<file path="src/rtl/if_inst_queue.sv">
// In-order instruction buffer between IF and ID; flush discards all entries and the current word.
// Optional IFQ_PERF_EN adds saturating freeze-cycle and flushed-word counters.
module if_inst_queue #(
  parameter int unsigned DEPTH = 4,
  parameter int unsigned CW    = $clog2(DEPTH) + 1
) (
  input  logic          clk,
  input  logic          rst,
  input  logic [31:0]   pc_in,
  input  logic [31:0]   instruction_in,
  input  logic          flush,
  input  logic          id_stall,
  output logic          freeze,
  output logic          id_valid,
  output logic [31:0]   id_pc,
  output logic [31:0]   id_instruction,
  output logic [CW-1:0] count
`ifdef IFQ_PERF_EN
  ,
  output logic [15:0]   perf_freeze_cycles,
  output logic [15:0]   perf_flushed_words
`endif
);

  localparam int unsigned AW = $clog2(DEPTH);

  logic [63:0]   r_mem [DEPTH];
  logic [AW-1:0] r_rd_ptr;
  logic [AW-1:0] r_wr_ptr;
  logic [CW-1:0] r_count;
  logic [CW-1:0] w_count_d;
  logic          w_push;
  logic          w_pop;

  // Full blocks the push even when a pop frees a slot in the same cycle.
  assign freeze   = (r_count == CW'(DEPTH));
  assign id_valid = (r_count != '0);
  assign w_push   = !freeze && !flush;
  assign w_pop    = id_valid && !id_stall && !flush;
  assign count    = r_count;

  assign {id_pc, id_instruction} = id_valid ? r_mem[r_rd_ptr] : 64'd0;

  always_comb begin
    w_count_d = r_count;
    if (w_push && !w_pop) begin
      w_count_d = r_count + CW'(1);
    end else if (!w_push && w_pop) begin
      w_count_d = r_count - CW'(1);
    end
  end

  always_ff @(posedge clk or negedge rst) begin
    if (!rst) begin
      r_count  <= '0;
      r_rd_ptr <= '0;
      r_wr_ptr <= '0;
      for (int unsigned i = 0; i < DEPTH; i++) begin
        r_mem[i] <= '0;
      end
    end else if (flush) begin
      r_count  <= '0;
      r_rd_ptr <= '0;
      r_wr_ptr <= '0;
    end else begin
      if (w_push) begin
        r_mem[r_wr_ptr] <= {pc_in, instruction_in};
        r_wr_ptr        <= r_wr_ptr + AW'(1);
      end
      if (w_pop) begin
        r_rd_ptr <= r_rd_ptr + AW'(1);
      end
      r_count <= w_count_d;
    end
  end

`ifdef IFQ_PERF_EN
  logic [15:0] r_perf_fc;
  logic [15:0] r_perf_fw;
  logic [16:0] w_fw_sum;

  assign w_fw_sum           = {1'b0, r_perf_fw} + 17'(r_count);
  assign perf_freeze_cycles = r_perf_fc;
  assign perf_flushed_words = r_perf_fw;

  always_ff @(posedge clk or negedge rst) begin
    if (!rst) begin
      r_perf_fc <= '0;
      r_perf_fw <= '0;
    end else begin
      if (freeze && (r_perf_fc != 16'hFFFF)) begin
        r_perf_fc <= r_perf_fc + 16'd1;
      end
      if (flush) begin
        r_perf_fw <= w_fw_sum[16] ? 16'hFFFF : w_fw_sum[15:0];
      end
    end
  end
`endif

endmodule

</file>
<file path="config.mk">
export PLATFORM = sky130hd
export DESIGN_NAME = if_inst_queue
export DESIGN_NICKNAME = d
export VERILOG_FILES = /design/src/rtl/if_inst_queue.sv
export SDC_FILE = /design/constraint.sdc
export NUM_CORES = 1
export LEC_CHECK = 0
export ABC_AREA = 1
export BUFFER_PORTS_ARGS = -buffer_cell sky130_fd_sc_hd__buf_2
export CAP_MARGIN = 10
export CORE_UTILIZATION = 30
export DETAILED_ROUTE_END_ITERATION = 7
export SETUP_SLACK_MARGIN = 0.05
export SYNTH_ARGS = -nofsm -noshare
export SYNTH_HDL_FRONTEND = slang
export SYNTH_SLANG_ARGS = --single-unit
</file>
<file path="constraint.sdc">
create_clock -name clk -period 4.9 [get_ports clk]
set_input_delay 0 -clock clk [delete_from_list [all_inputs] [get_ports clk]]
set_output_delay 0 -clock clk [all_outputs]
set_load 0.02 [all_outputs]
</file>
==> metrics.txt, run 1 <==
# TYPE chip_impl_metric gauge
chip_impl_metric{name="clockBufferDepth",unit=""} 3
chip_impl_metric{name="die_width",unit="um"} 205.2
chip_impl_info{name="timing.critical_path.cells",value="inv_4 -> buf_4 -> o21ai_0 -> a21oi_1 -> buf_2"} 1
chip_impl_metric{name="placement.io_buffers",unit=""} 136
chip_impl_metric{name="drt.antenna.violating_nets",unit=""} 0
chip_impl_metric{name="syn_avg_cell_area",unit="um^2"} 8.119
chip_impl_metric{name="hold_ws",unit="ps"} 216.9
chip_impl_metric{name="detail_route.drc_violations",unit=""} 0
chip_impl_metric{name="drt_iter0_markers",unit=""} 992
chip_impl_metric{name="stdcell_area",unit="um^2"} 14870
chip_impl_metric{name="wire_length_of_the_first_global_routing_pass",unit="um"} 57300
chip_impl_metric{name="worst-endpoint-arrival",unit="ps"} 2890
chip_impl_metric{name="fmax",unit="MHz"} 345.7
chip_impl_metric{name="powerDensity",unit="nW/um^2"} 642.7
chip_impl_metric{name="switching_power",unit="W"} 0.003902
chip_impl_metric{name="floorplan.initialDensity",unit=""} 0.3039
chip_impl_metric{name="num_vias",unit=""} 10820
chip_impl_metric{name="r2r_slack",unit="ps"} 2060
chip_impl_metric{name="maxSlewHeadroom",unit=""} 0.2838
chip_impl_info{name="hp-class",value="in2async"} 1
chip_impl_metric{name="clock_sinks",unit=""} 263
chip_impl_metric{name="power.sequential.fraction",unit=""} 0.374
chip_impl_metric{name="final_setup_slack_of_the_worst_path",unit="ps"} 2007
chip_impl_info{name="slowest_stage",value="inv_4"} 1
chip_impl_metric{name="routed_wirelength",unit="um"} 35820
chip_impl_metric{name="required",unit="ps"} 4900
chip_impl_metric{name="tritoncts.num_buffers",unit=""} 28
chip_impl_metric{name="fin_crit_sh",unit=""} 0.5903
chip_impl_metric{name="period_needed",unit="ps"} 2893
chip_impl_metric{name="fin_skew",unit="ps"} 9.466
chip_impl_metric{name="power.switching_fraction",unit=""} 0.4084
chip_impl_metric{name="critical_path.max_stage_delay",unit="ps"} 570
chip_impl_metric{name="cap_viol_max_count",unit=""} 0
chip_impl_metric{name="post_synth_inst_count",unit=""} 1525
chip_impl_metric{name="num_io_pins",unit=""} 137
chip_impl_metric{name="area_taken_by_multi_input_logic_gates",unit="um^2"} 4627
chip_impl_metric{name="area_of_the_core",unit="um^2"} 40740
chip_impl_metric{name="number_of_warnings_printed_during_yosys_synthesis",unit=""} 0
chip_impl_metric{name="overflow",unit=""} 0
chip_impl_metric{name="cts.reportedPaths.clkPinSlew",unit="ps"} 60
chip_impl_metric{name="timing_max_transition_violations_final",unit=""} 0
chip_impl_metric{name="p_leak",unit="nW"} 6.976
chip_impl_metric{name="floorplan.rows",unit=""} 74
chip_impl_metric{name="dp_hpwl",unit="um"} 20980
chip_impl_metric{name="vdd.ir_drop.worst",unit="V"} 0.0003760
chip_impl_info{name="worst-setup-path-type",value="reg2out"} 1
chip_impl_metric{name="finalNonFillerCells",unit=""} 2214
chip_impl_metric{name="mappedNetlistNets",unit=""} 1598
chip_impl_metric{name="postSynthRegisterBits",unit=""} 263
chip_impl_metric{name="power.combinational.fraction",unit=""} 0.405
chip_impl_metric{name="placement.setup.worst_slack",unit="ps"} 2059
chip_impl_metric{name="post_synthesis_instance_area",unit="um^2"} 12380
chip_impl_metric{name="dp_cells",unit=""} 2093
chip_impl_metric{name="synth-seq-area-share",unit=""} 0.5315
chip_impl_metric{name="yosysUniqueCellTypes",unit=""} 23
chip_impl_metric{name="syn_to_final_growth",unit="%"} 20.08
chip_impl_info{name="setup_repair_after_global_routing_missed_its_margin",value="false"} 1
chip_impl_metric{name="n_fill_cell",unit=""} 4230
chip_impl_metric{name="num-nets-final",unit=""} 1734
chip_impl_info{name="setup.worst_path.start",value="r_rd_ptr[0]"} 1
chip_impl_metric{name="finalSetupViolations",unit=""} 0
chip_impl_metric{name="sequential_cell_area",unit="um^2"} 6586
chip_impl_metric{name="via_per_inst",unit=""} 4.886
chip_impl_metric{name="worst_tran_pin_value",unit="ps"} 1072
chip_impl_metric{name="cts_max_level",unit=""} 1
chip_impl_info{name="run_status",value="finished, final reports clean"} 1
chip_impl_metric{name="design.die.area",unit="um^2"} 42090
chip_impl_metric{name="finalWeightedCongestion",unit=""} 0.7524
chip_impl_metric{name="grt_max_degree",unit=""} 139
chip_impl_info{name="mostFrequentLayoutCell",value="nand2_1"} 1
chip_impl_info{name="cts_root_buffer",value="clkbuf_16"} 1
chip_impl_metric{name="wire_per_inst",unit="um"} 16.18
chip_impl_metric{name="aggregate_global_route_resource_usage",unit=""} 0.1697
chip_impl_metric{name="initial_antenna_violation_count",unit=""} 3
chip_impl_metric{name="timing.final.hold_violations",unit=""} 0
chip_impl_info{name="crit_path_end_kind",value="output port"} 1
chip_impl_metric{name="standard_cell_area_after_detailed_placement",unit="um^2"} 13230
chip_impl_metric{name="share_clk_of_total_power",unit=""} 0.221
chip_impl_info{name="worstSetupStartpointType",value="flop"} 1
chip_impl_metric{name="dr.pass1.iters",unit=""} 5
chip_impl_info{name="most-common-layout-cells",value="395 x nand2_1, 261 x dfrtp_1, 234 x o21ai_0, 196 x a21oi_1, 156 x o21ai_1"} 1
chip_impl_info{name="rr_startpoint",value="count[2]"} 1
chip_impl_metric{name="clock_latency",unit="ps"} 530
chip_impl_metric{name="layout-drive-gt1-share",unit=""} 0.1255
chip_impl_metric{name="first_global_vias",unit=""} 10440
chip_impl_info{name="cts_tree",value="done"} 1
chip_impl_metric{name="worst-path-max-fanout",unit=""} 83
chip_impl_metric{name="setup_total_negative_slack",unit="ps"} 0
chip_impl_metric{name="power.internal",unit="W"} 0.005654
chip_impl_metric{name="floorplan.die.height",unit="um"} 205.2
-- power by group through the flow --
stage	clock network (W)	logic [W]	registers [W]
finish	0.00211	0.00387	0.00358
global route	0.00222	0.00438	0.00369
CTS	0.00215	0.00390	0.00358
detailed placement	0	0.00384	0.00361
global placement	0	0.00377	0.00358
floorplan	0	0.00274	0.00350
-- kinds of logic (layout without fill, tap and decap cells) --
| logic type | count (synthesis) | count (layout) | synth area share |
|---|---|---|---|
| fa+ha+maj | 5 | 5 | 0.005659 |
| xor+xnor | 1 | 1 | 0.0007075 |
| flops | 263 | 263 | 0.5315 |
| compound gates | 586 | 586 | 0.2369 |
| buf+inv | 260 | 416 | 0.09479 |
| simple gates | 410 | 410 | 0.1305 |
| other cells | 0 | 1 | 0 |
-- Yosys cell counts --
master | n | area, um^2
a21oi_1 | 196 | 980.9
buf_1 | 2 | 7.510
buf_2 | 56 | 280.3
buf_4 | 8 | 60.06
buf_6 | 13 | 146.4
clkbuf_1 | 37 | 138.9
dfrtp_1 | 263 | 6581
fa_1 | 1 | 20.02
ha_1 | 4 | 50.05
inv_1 | 141 | 529.3
inv_2 | 3 | 11.26
nand2_1 | 395 | 1483
nand2_2 | 2 | 12.51
nand2_4 | 1 | 11.26
nand2_8 | 1 | 20.02
nand3_1 | 3 | 15.01
nand3b_1 | 1 | 7.510
nand4_1 | 1 | 6.260
nor2_1 | 1 | 3.750
nor2_4 | 5 | 56.30
o21ai_0 | 234 | 1171
o21ai_1 | 156 | 780.8
xor2_1 | 1 | 8.760
-- layout make-up --
type / instances / area share
Antenna cell: 1 / 0.0001683
Clock buffer: 46 / 0.05849
Clock inverter: 4 / 0.003030
Inverter: 144 / 0.03652
Multi-Input combinational cell: 1002 / 0.3112
Sequential cell: 263 / 0.4430
Tap cell: 532 / 0.04477
Timing Repair Buffer: 222 / 0.1028
-- worst max-delay path, delay by kind of cell, from the launching register on --
kind	cells	cell delay, ps
buf+inv	3	1340
flops	1	480
compound gates	2	500
-- metal layers --
| metal | track usage | vias to the layer above | part of all wire |
|---|---|---|---|
| met5 | 0 | - | 0.00075 |
| met2 | 0.2718 | 268 | 0.46 |
| met4 | 0.04259 | 4 | 0.019 |
| li1 | - | 5237 | - |
| met1 | 0.2427 | 5258 | 0.47 |
| met3 | 0.01941 | 50 | 0.049 |
-- worst paths after layout --
path / end / cells after the start
max: id_pc[16] / 5
min: r_mem[156] / 2
max reg2reg: r_mem[174] / 6
min reg2reg: r_mem[223] / 2
max in group asynchronous: r_mem[71] / 3
min in group clk: r_mem[6] / 4
-- per-stage QoR --
step                utilization  total power, W
detailed placement       0.3248        0.007446
finish                   0.3650        0.009556
floorplan                     -        0.006242
global placement         0.3248        0.007342
global route             0.3649         0.01029
CTS                      0.3642        0.009630
-- flip-flops by register name (all words and copies together), names as in the netlist --
register  count
count         3
r_mem       256
r_rd_ptr      2
r_wr_ptr      2
-- what timing repair did --
| item | 4_1_cts | 5_1_grt |
|---|---|---|
| resized for setup | 0 | 0 |
| endpoints found under the hold margin | 398 | 0 |
| setup buffers | 0 | 0 |
| hold buffers | 69 | 0 |
Note: power is estimated with default switching activity, not from simulation.
==> run 2, diff against run 1 <==
--- a/config.mk
+++ b/config.mk
@@ -5,7 +5,7 @@
 export SDC_FILE = /design/constraint.sdc
 export NUM_CORES = 1
 export LEC_CHECK = 0
-export ABC_AREA = 1
+export ABC_AREA = 0
 export BUFFER_PORTS_ARGS = -buffer_cell sky130_fd_sc_hd__buf_2
 export CAP_MARGIN = 10
 export CORE_UTILIZATION = 30
==> constraint.sdc (replaced) <==
create_clock -name clk -period 2.6 [get_ports clk]
set_input_delay 0 -clock clk [delete_from_list [all_inputs] [get_ports clk]]
set_output_delay 0 -clock clk [all_outputs]
set_load 0.02 [all_outputs]
==> metrics.txt, run 2 <==
# TYPE chip_impl_metric gauge
chip_impl_info{name="run_status",value="finished, final reports clean"} 1
chip_impl_info{name="setup_repair_after_global_routing_missed_its_margin",value="false"} 1
chip_impl_metric{name="synth-seq-area-share",unit=""} 0.5482
chip_impl_metric{name="power.internal",unit="W"} 0.01218
chip_impl_metric{name="area_of_the_core",unit="um^2"} 39100
chip_impl_info{name="slowest_stage",value="dfrtp_4"} 1
chip_impl_metric{name="wire_per_inst",unit="um"} 17.33
chip_impl_info{name="worst-setup-path-type",value="reg2out"} 1
chip_impl_metric{name="floorplan.rows",unit=""} 72
chip_impl_metric{name="floorplan.die.height",unit="um"} 202.0
chip_impl_info{name="synth-main-ff-cell",value="dfrtp_1"} 1
chip_impl_metric{name="num_io_pins",unit=""} 137
chip_impl_metric{name="sequential_cell_area",unit="um^2"} 6589
chip_impl_metric{name="cts-resized-gates",unit=""} 0
chip_impl_info{name="r2r-end",value="count[1]"} 1
chip_impl_metric{name="fmax",unit="MHz"} 422.9
chip_impl_metric{name="largest_register_ff_count",unit=""} 256
chip_impl_metric{name="finalSetupViolations",unit=""} 0
chip_impl_info{name="worst_path_dominant_cell_family",value="flip-flops"} 1
chip_impl_metric{name="r2r_slack",unit="ps"} 520
chip_impl_metric{name="rr_worst_depth",unit=""} 5
chip_impl_metric{name="detail_route.drc_violations",unit=""} 0
chip_impl_metric{name="worst_tran_pin_value",unit="ps"} 933.5
chip_impl_metric{name="hold_ws",unit="ps"} 153.0
chip_impl_metric{name="aggregate_global_route_resource_usage",unit=""} 0.1306
chip_impl_info{name="worstSetupStartpointType",value="flop"} 1
chip_impl_metric{name="p_leak",unit="nW"} 6.417
chip_impl_info{name="synth_top_cells_by_count",value="263 x dfrtp_1, 256 x mux2_1, 64 x and2_1, 64 x mux4_2, 24 x buf_6"} 1
chip_impl_metric{name="stdcell_area",unit="um^2"} 15010
chip_impl_metric{name="worst-path-max-fanout",unit=""} 23
chip_impl_metric{name="power.sequential.fraction",unit=""} 0.397
chip_impl_metric{name="timing.final.hold_violations",unit=""} 0
chip_impl_metric{name="synth_edf_count",unit=""} 0
chip_impl_metric{name="die_width",unit="um"} 202.0
chip_impl_metric{name="via_per_inst",unit=""} 4.631
chip_impl_info{name="crit_path_end_kind",value="output port"} 1
chip_impl_metric{name="maxSlewHeadroom",unit=""} 0.3777
chip_impl_info{name="most-common-layout-cells",value="261 x dfrtp_1, 256 x mux2_1, 135 x buf_2, 68 x dlygate4sd3_1"} 1
chip_impl_metric{name="setup_total_negative_slack",unit="ps"} 0
chip_impl_metric{name="floorplan.initialDensity",unit=""} 0.3071
chip_impl_metric{name="dr.pass1.iters",unit=""} 4
chip_impl_info{name="synth.top_cells.by_area",value="dfrtp_1 55%, mux2_1 24%, mux4_2 12%"} 1
chip_impl_metric{name="power.combinational.fraction",unit=""} 0.361
chip_impl_metric{name="area_taken_by_multi_input_logic_gates",unit="um^2"} 5027
chip_impl_info{name="timing.critical_path.cells",value="buf_12 -> mux4_2 -> and2_1 -> buf_2"} 1
chip_impl_metric{name="fin_skew",unit="ps"} 7.191
chip_impl_metric{name="cp.depth",unit=""} 4
chip_impl_metric{name="fin_crit_sh",unit=""} 0.9094
chip_impl_metric{name="placement.io_buffers",unit=""} 136
chip_impl_info{name="largest-register",value="r_mem"} 1
chip_impl_metric{name="critical_path_buf_inv_count",unit=""} 2
chip_impl_metric{name="period_needed",unit="ps"} 2364
chip_impl_metric{name="grt_max_degree",unit=""} 119
chip_impl_metric{name="cts_max_level",unit=""} 1
chip_impl_metric{name="syn_avg_cell_area",unit="um^2"} 16.22
chip_impl_metric{name="required",unit="ps"} 2600
chip_impl_metric{name="drt_iter0_markers",unit=""} 216
chip_impl_metric{name="finalWeightedCongestion",unit=""} 0.7143
chip_impl_metric{name="powerDensity",unit="nW/um^2"} 1192
chip_impl_metric{name="share_clk_of_total_power",unit=""} 0.242
chip_impl_metric{name="postSynthRegisterBits",unit=""} 263
chip_impl_metric{name="tritoncts.num_buffers",unit=""} 31
chip_impl_info{name="hp-class",value="in2async"} 1
chip_impl_metric{name="wire_length_of_the_first_global_routing_pass",unit="um"} 42750
chip_impl_metric{name="critical_path.max_stage_delay",unit="ps"} 640
chip_impl_metric{name="cap_viol_max_count",unit=""} 0
chip_impl_metric{name="antennaDiodeCount",unit=""} 0
chip_impl_metric{name="worst-endpoint-arrival",unit="ps"} 2360
chip_impl_metric{name="num-nets-final",unit=""} 1016
chip_impl_metric{name="dp_hpwl",unit="um"} 15030
chip_impl_info{name="post-synth-top-area-cell",value="dfrtp_1"} 1
chip_impl_metric{name="number_of_warnings_printed_during_yosys_synthesis",unit=""} 0
chip_impl_metric{name="layout-drive-gt1-share",unit=""} 0.2906
chip_impl_metric{name="overflow",unit=""} 0
chip_impl_metric{name="n_fill_cell",unit=""} 3737
chip_impl_metric{name="synth_top_area_share",unit=""} 0.5482
chip_impl_info{name="cts_root_buffer",value="clkbuf_16"} 1
chip_impl_metric{name="syn_to_final_growth",unit="%"} 25.01
chip_impl_metric{name="drt.antenna.violating_nets",unit=""} 0
chip_impl_metric{name="design.die.area",unit="um^2"} 40820
chip_impl_metric{name="mappedNetlistNets",unit=""} 813
chip_impl_metric{name="first_global_vias",unit=""} 7660
chip_impl_info{name="mostFrequentLayoutCell",value="dfrtp_1"} 1
chip_impl_metric{name="post_synth_inst_count",unit=""} 740
chip_impl_metric{name="post_synthesis_instance_area",unit="um^2"} 12010
chip_impl_metric{name="cts.reportedPaths.clkPinSlew",unit="ps"} 60
chip_impl_info{name="rr_startpoint",value="count[0]"} 1
chip_impl_metric{name="clock_sinks",unit=""} 263
chip_impl_metric{name="fraction_of_registers_with_async_set_reset",unit=""} 1.000
chip_impl_metric{name="num_vias",unit=""} 6877
chip_impl_metric{name="power.switching_fraction",unit=""} 0.3193
chip_impl_metric{name="clock_latency",unit="ps"} 550
chip_impl_metric{name="vdd.ir_drop.worst",unit="V"} 0.0005526
chip_impl_metric{name="yosysUniqueCellTypes",unit=""} 29
chip_impl_metric{name="switching_power",unit="W"} 0.005713
chip_impl_metric{name="timing_max_transition_violations_final",unit=""} 0
chip_impl_info{name="post-synth-top-count-cell",value="dfrtp_1"} 1
chip_impl_metric{name="initial_antenna_violation_count",unit=""} 0
chip_impl_metric{name="clockBufferDepth",unit=""} 3
chip_impl_info{name="cts_tree",value="done"} 1
chip_impl_metric{name="standard_cell_area_after_detailed_placement",unit="um^2"} 13280
chip_impl_metric{name="routed_wirelength",unit="um"} 25740
[run 2: power by group through the flow]
stage / sequential, W / combinational [W] / clock (W)
after floorplan: 0.00679 / 0.00488 / 0
after global placement: 0.00709 / 0.00637 / 0
after detailed placement: 0.00717 / 0.00650 / 0
after CTS: 0.00709 / 0.00664 / 0.00451
after global routing: 0.00736 / 0.00706 / 0.00470
final: 0.00709 / 0.00646 / 0.00434
[run 2: final cells by class]
class,instances,share of cell area
Clock buffer,42,0.05844
Clock inverter,15,0.01059
Inverter,5,0.001251
Multi-Input combinational cell,420,0.3350
Sequential cell,263,0.4390
Tap cell,518,0.04318
Timing Repair Buffer,222,0.1125
[run 2: kinds of logic after synthesis]
| group | after synthesis | share of synthesized area |
|---|---|---|
| flip-flops | 263 | 0.5482 |
| AO/OA/AOI/OAI | 8 | 0.004377 |
| buffers and inverters | 57 | 0.03471 |
| adder cells (fa/ha/maj) | 5 | 0.005837 |
| AND/OR/NAND/NOR | 83 | 0.04336 |
| multiplexers | 323 | 0.3628 |
| XOR/XNOR | 1 | 0.0007297 |
[run 2: how the worst max path moves through the flow]
stage | startpoint | endpoint
final | r_rd_ptr[0] | id_pc[28]
after global routing | r_rd_ptr[0] | id_instruction[24]
after detailed placement | count[0] | count[1]
after floorplan | count[2] | count[1]
after CTS | r_rd_ptr[0] | id_instruction[11]
after global placement | count[0] | count[1]
[run 2: per-layer routing]
| metal | vias to the layer above | GRT usage | part of all wire |
|---|---|---|---|
| met5 | - | 0 | 0 |
| met4 | 0 | 0.03598 | 0.016 |
| met3 | 25 | 0.02225 | 0.043 |
| met2 | 112 | 0.2205 | 0.49 |
| met1 | 3630 | 0.1722 | 0.45 |
| li1 | 3110 | - | - |
[run 2: per-stage QoR]
stage            util  cells  setup slack (ps)  total power (W)
6_report       0.3839   1485             235.5          0.01789
5_1_grt        0.3839   1485             93.17          0.01911
4_1_cts        0.3839   1485             145.6          0.01825
3_5_place_dp   0.3396   1359             534.4          0.01367
3_3_place_gp   0.3396   1359             593.3          0.01346
2_1_floorplan       -    740             706.1          0.01168
[run 2: worst register-to-register path, stage by stage, from the launching register on]
cell and delay [ps]:
dfrtp_1 470, nor3_1 470, nor2_1 90, nor3_1 210
fa_1 470, a221oi_1 280
[run 2: timing repair]
| action | 4_1_cts | 5_1_grt |
|---|---|---|
| setup endpoints to repair | 40 | 0 |
| hold endpoints to repair | 376 | 0 |
| hold buffers | 68 | 0 |
| buffers inserted | 1 | 0 |
==> run 3, diff against run 2 <==
--- a/config.mk
+++ b/config.mk
@@ -6,7 +6,7 @@
 export NUM_CORES = 1
 export LEC_CHECK = 0
 export ABC_AREA = 0
-export BUFFER_PORTS_ARGS = -buffer_cell sky130_fd_sc_hd__buf_2
+export BUFFER_PORTS_ARGS = -buffer_cell sky130_fd_sc_hd__buf_4
 export CAP_MARGIN = 10
 export CORE_UTILIZATION = 30
 export DETAILED_ROUTE_END_ITERATION = 7
==> metrics.txt, run 3 (same netlist as run 2, synthesis figures left out) <==
# TYPE chip_impl_metric gauge
chip_impl_metric{name="wire_length_of_the_first_global_routing_pass",unit="um"} 43050
chip_impl_info{name="mostFrequentLayoutCell",value="dfrtp_1"} 1
chip_impl_info{name="setup_repair_after_global_routing_missed_its_margin",value="false"} 1
chip_impl_metric{name="p_leak",unit="nW"} 6.469
chip_impl_metric{name="cap_viol_max_count",unit=""} 0
chip_impl_metric{name="cts_max_level",unit=""} 1
chip_impl_metric{name="syn_to_final_growth",unit="%"} 27.10
chip_impl_metric{name="placement.setup.worst_slack",unit="ps"} 550.7
chip_impl_metric{name="period_needed",unit="ps"} 2280
chip_impl_metric{name="area_of_the_core",unit="um^2"} 39100
chip_impl_metric{name="timing_max_transition_violations_final",unit=""} 0
chip_impl_metric{name="post_route_total_power",unit="W"} 0.01810
chip_impl_metric{name="wire_per_inst",unit="um"} 17.73
chip_impl_info{name="worst-setup-path-type",value="reg2out"} 1
chip_impl_metric{name="detail_route.drc_violations",unit=""} 0
chip_impl_metric{name="largest_register_ff_count",unit=""} 256
chip_impl_metric{name="maxSlewHeadroom",unit=""} 0.5076
chip_impl_metric{name="floorplan.initialDensity",unit=""} 0.3071
chip_impl_metric{name="drt.antenna.violating_nets",unit=""} 0
chip_impl_metric{name="clock_latency",unit="ps"} 540
chip_impl_info{name="cts_root_buffer",value="clkbuf_16"} 1
chip_impl_metric{name="setup_total_negative_slack",unit="ps"} 0
chip_impl_metric{name="fin_crit_sh",unit=""} 0.8770
chip_impl_metric{name="r2r_slack",unit="ps"} 530
chip_impl_info{name="worstSetupStartpointType",value="flop"} 1
chip_impl_metric{name="final_setup_slack_of_the_worst_path",unit="ps"} 319.9
chip_impl_metric{name="cts.reportedPaths.clkPinSlew",unit="ps"} 60
chip_impl_metric{name="antennaDiodeCount",unit=""} 0
chip_impl_info{name="largest-register",value="r_mem"} 1
chip_impl_metric{name="required",unit="ps"} 2600
chip_impl_metric{name="num-nets-final",unit=""} 1016
chip_impl_metric{name="initial_antenna_violation_count",unit=""} 0
chip_impl_metric{name="finalSetupViolations",unit=""} 0
chip_impl_metric{name="num_vias",unit=""} 6915
chip_impl_metric{name="worst-path-max-fanout",unit=""} 36
chip_impl_metric{name="powerDensity",unit="nW/um^2"} 1187
chip_impl_metric{name="num_io_pins",unit=""} 137
chip_impl_metric{name="finalWeightedCongestion",unit=""} 0.7001
chip_impl_metric{name="floorplan.rows",unit=""} 72
chip_impl_metric{name="cts_post_setup_buffers_inserted",unit=""} 0
chip_impl_metric{name="dp_hpwl",unit="um"} 15610
chip_impl_metric{name="design.die.area",unit="um^2"} 40820
chip_impl_info{name="most-common-layout-cells",value="261 x dfrtp_1, 256 x mux2_1, 143 x buf_4, 67 x dlygate4sd3_1"} 1
chip_impl_metric{name="first_global_vias",unit=""} 7554
chip_impl_metric{name="clockBufferDepth",unit=""} 3
chip_impl_metric{name="overflow",unit=""} 0
chip_impl_metric{name="dr.pass1.iters",unit=""} 4
chip_impl_metric{name="drt_iter0_markers",unit=""} 201
chip_impl_metric{name="routed_wirelength",unit="um"} 26290
chip_impl_info{name="run_status",value="finished, final reports clean"} 1
chip_impl_metric{name="placement.io_buffers",unit=""} 136
chip_impl_info{name="cts_tree",value="done"} 1
chip_impl_metric{name="cts-resized-gates",unit=""} 0
chip_impl_metric{name="die_width",unit="um"} 202.0
chip_impl_metric{name="worst_tran_pin_value",unit="ps"} 738.7
chip_impl_info{name="hp-class",value="in2async"} 1
chip_impl_metric{name="worst-endpoint-arrival",unit="ps"} 2280
chip_impl_metric{name="rr_worst_depth",unit=""} 5
chip_impl_metric{name="layout-drive-gt1-share",unit=""} 0.2870
chip_impl_metric{name="floorplan.die.height",unit="um"} 202.0
chip_impl_metric{name="via_per_inst",unit=""} 4.663
chip_impl_metric{name="fin_skew",unit="ps"} 6.516
chip_impl_metric{name="vdd.ir_drop.worst",unit="V"} 0.0004541
chip_impl_metric{name="timing.final.hold_violations",unit=""} 0
chip_impl_metric{name="aggregate_global_route_resource_usage",unit=""} 0.1330
chip_impl_info{name="crit_path_end_kind",value="output port"} 1
chip_impl_metric{name="tritoncts.num_buffers",unit=""} 29
chip_impl_metric{name="grt_max_degree",unit=""} 89
chip_impl_metric{name="fmax",unit="MHz"} 438.6
chip_impl_metric{name="clock_sinks",unit=""} 263
[run 3: cell types whose count changed in the layout (fill, tap and decap cells not counted), moves of 2 or more]
| cell | change |
|---|---|
| buf_4 | +140 |
| clkinvlp_4 | -2 |
| clkbuf_16 | -2 |
| clkbuf_8 | +2 |
| clkbuf_1 | +3 |
| buf_2 | -135 |
| clkinv_2 | -3 |
[run 3: layout make-up]
class,instances,area (um^2)
Fill cell,3739,23840
Sequential cell,263,6589
Timing Repair Buffer,224,2019
Multi-Input combinational cell,420,5027
Clock inverter,8,90.09
Clock buffer,45,865.8
Inverter,5,18.77
Tap cell,518,648.1
[run 3: final timing paths]
kind / from / to
worst max-delay path: r_rd_ptr[1] / id_pc[8]
worst min-delay path: rst / r_mem[229]
worst max register to register: count[1] / count[1]
worst min register to register: r_mem[21] / r_mem[21]
max in group asynchronous: rst / r_mem[129]
min in group clk: id_stall / count[0]
[run 3: worst max-delay path, cell delays in order (launching register included)]
cell and delay [ps]:
dfrtp_4 680, buf_12 300, mux4_2 380, and2_1 180
buf_4 150
[run 3: routing by layer]
metal  GRT usage  routed length [um]
met5           0                   0
met4     0.03950                 546
met1      0.1866               12400
met3     0.01774                 824
met2      0.2139               12530
[run 3: report_power, final]
group          switching, W  internal [W]  total (W)
registers          0.000937       0.00613    0.00707
clock network       0.00164       0.00247    0.00411
logic               0.00313       0.00380    0.00692
[run 3: per-stage QoR]
stage	cell area (um^2)	util	std cells	hold WS [ps]
floorplan	12010	-	740	-295.6
global placement	13630	0.3487	1363	80.12
detailed placement	13630	0.3487	1363	89.74
CTS	15260	0.3903	1483	83.48
global route	15260	0.3903	1483	118.3
finish	15260	0.3903	1483	69.50
[run 3: timing repair]
item / in CTS / in global routing
hold endpoints to repair: 376 / 0
endpoints found under the setup margin: 0 / 0
hold buffers: 67 / 0
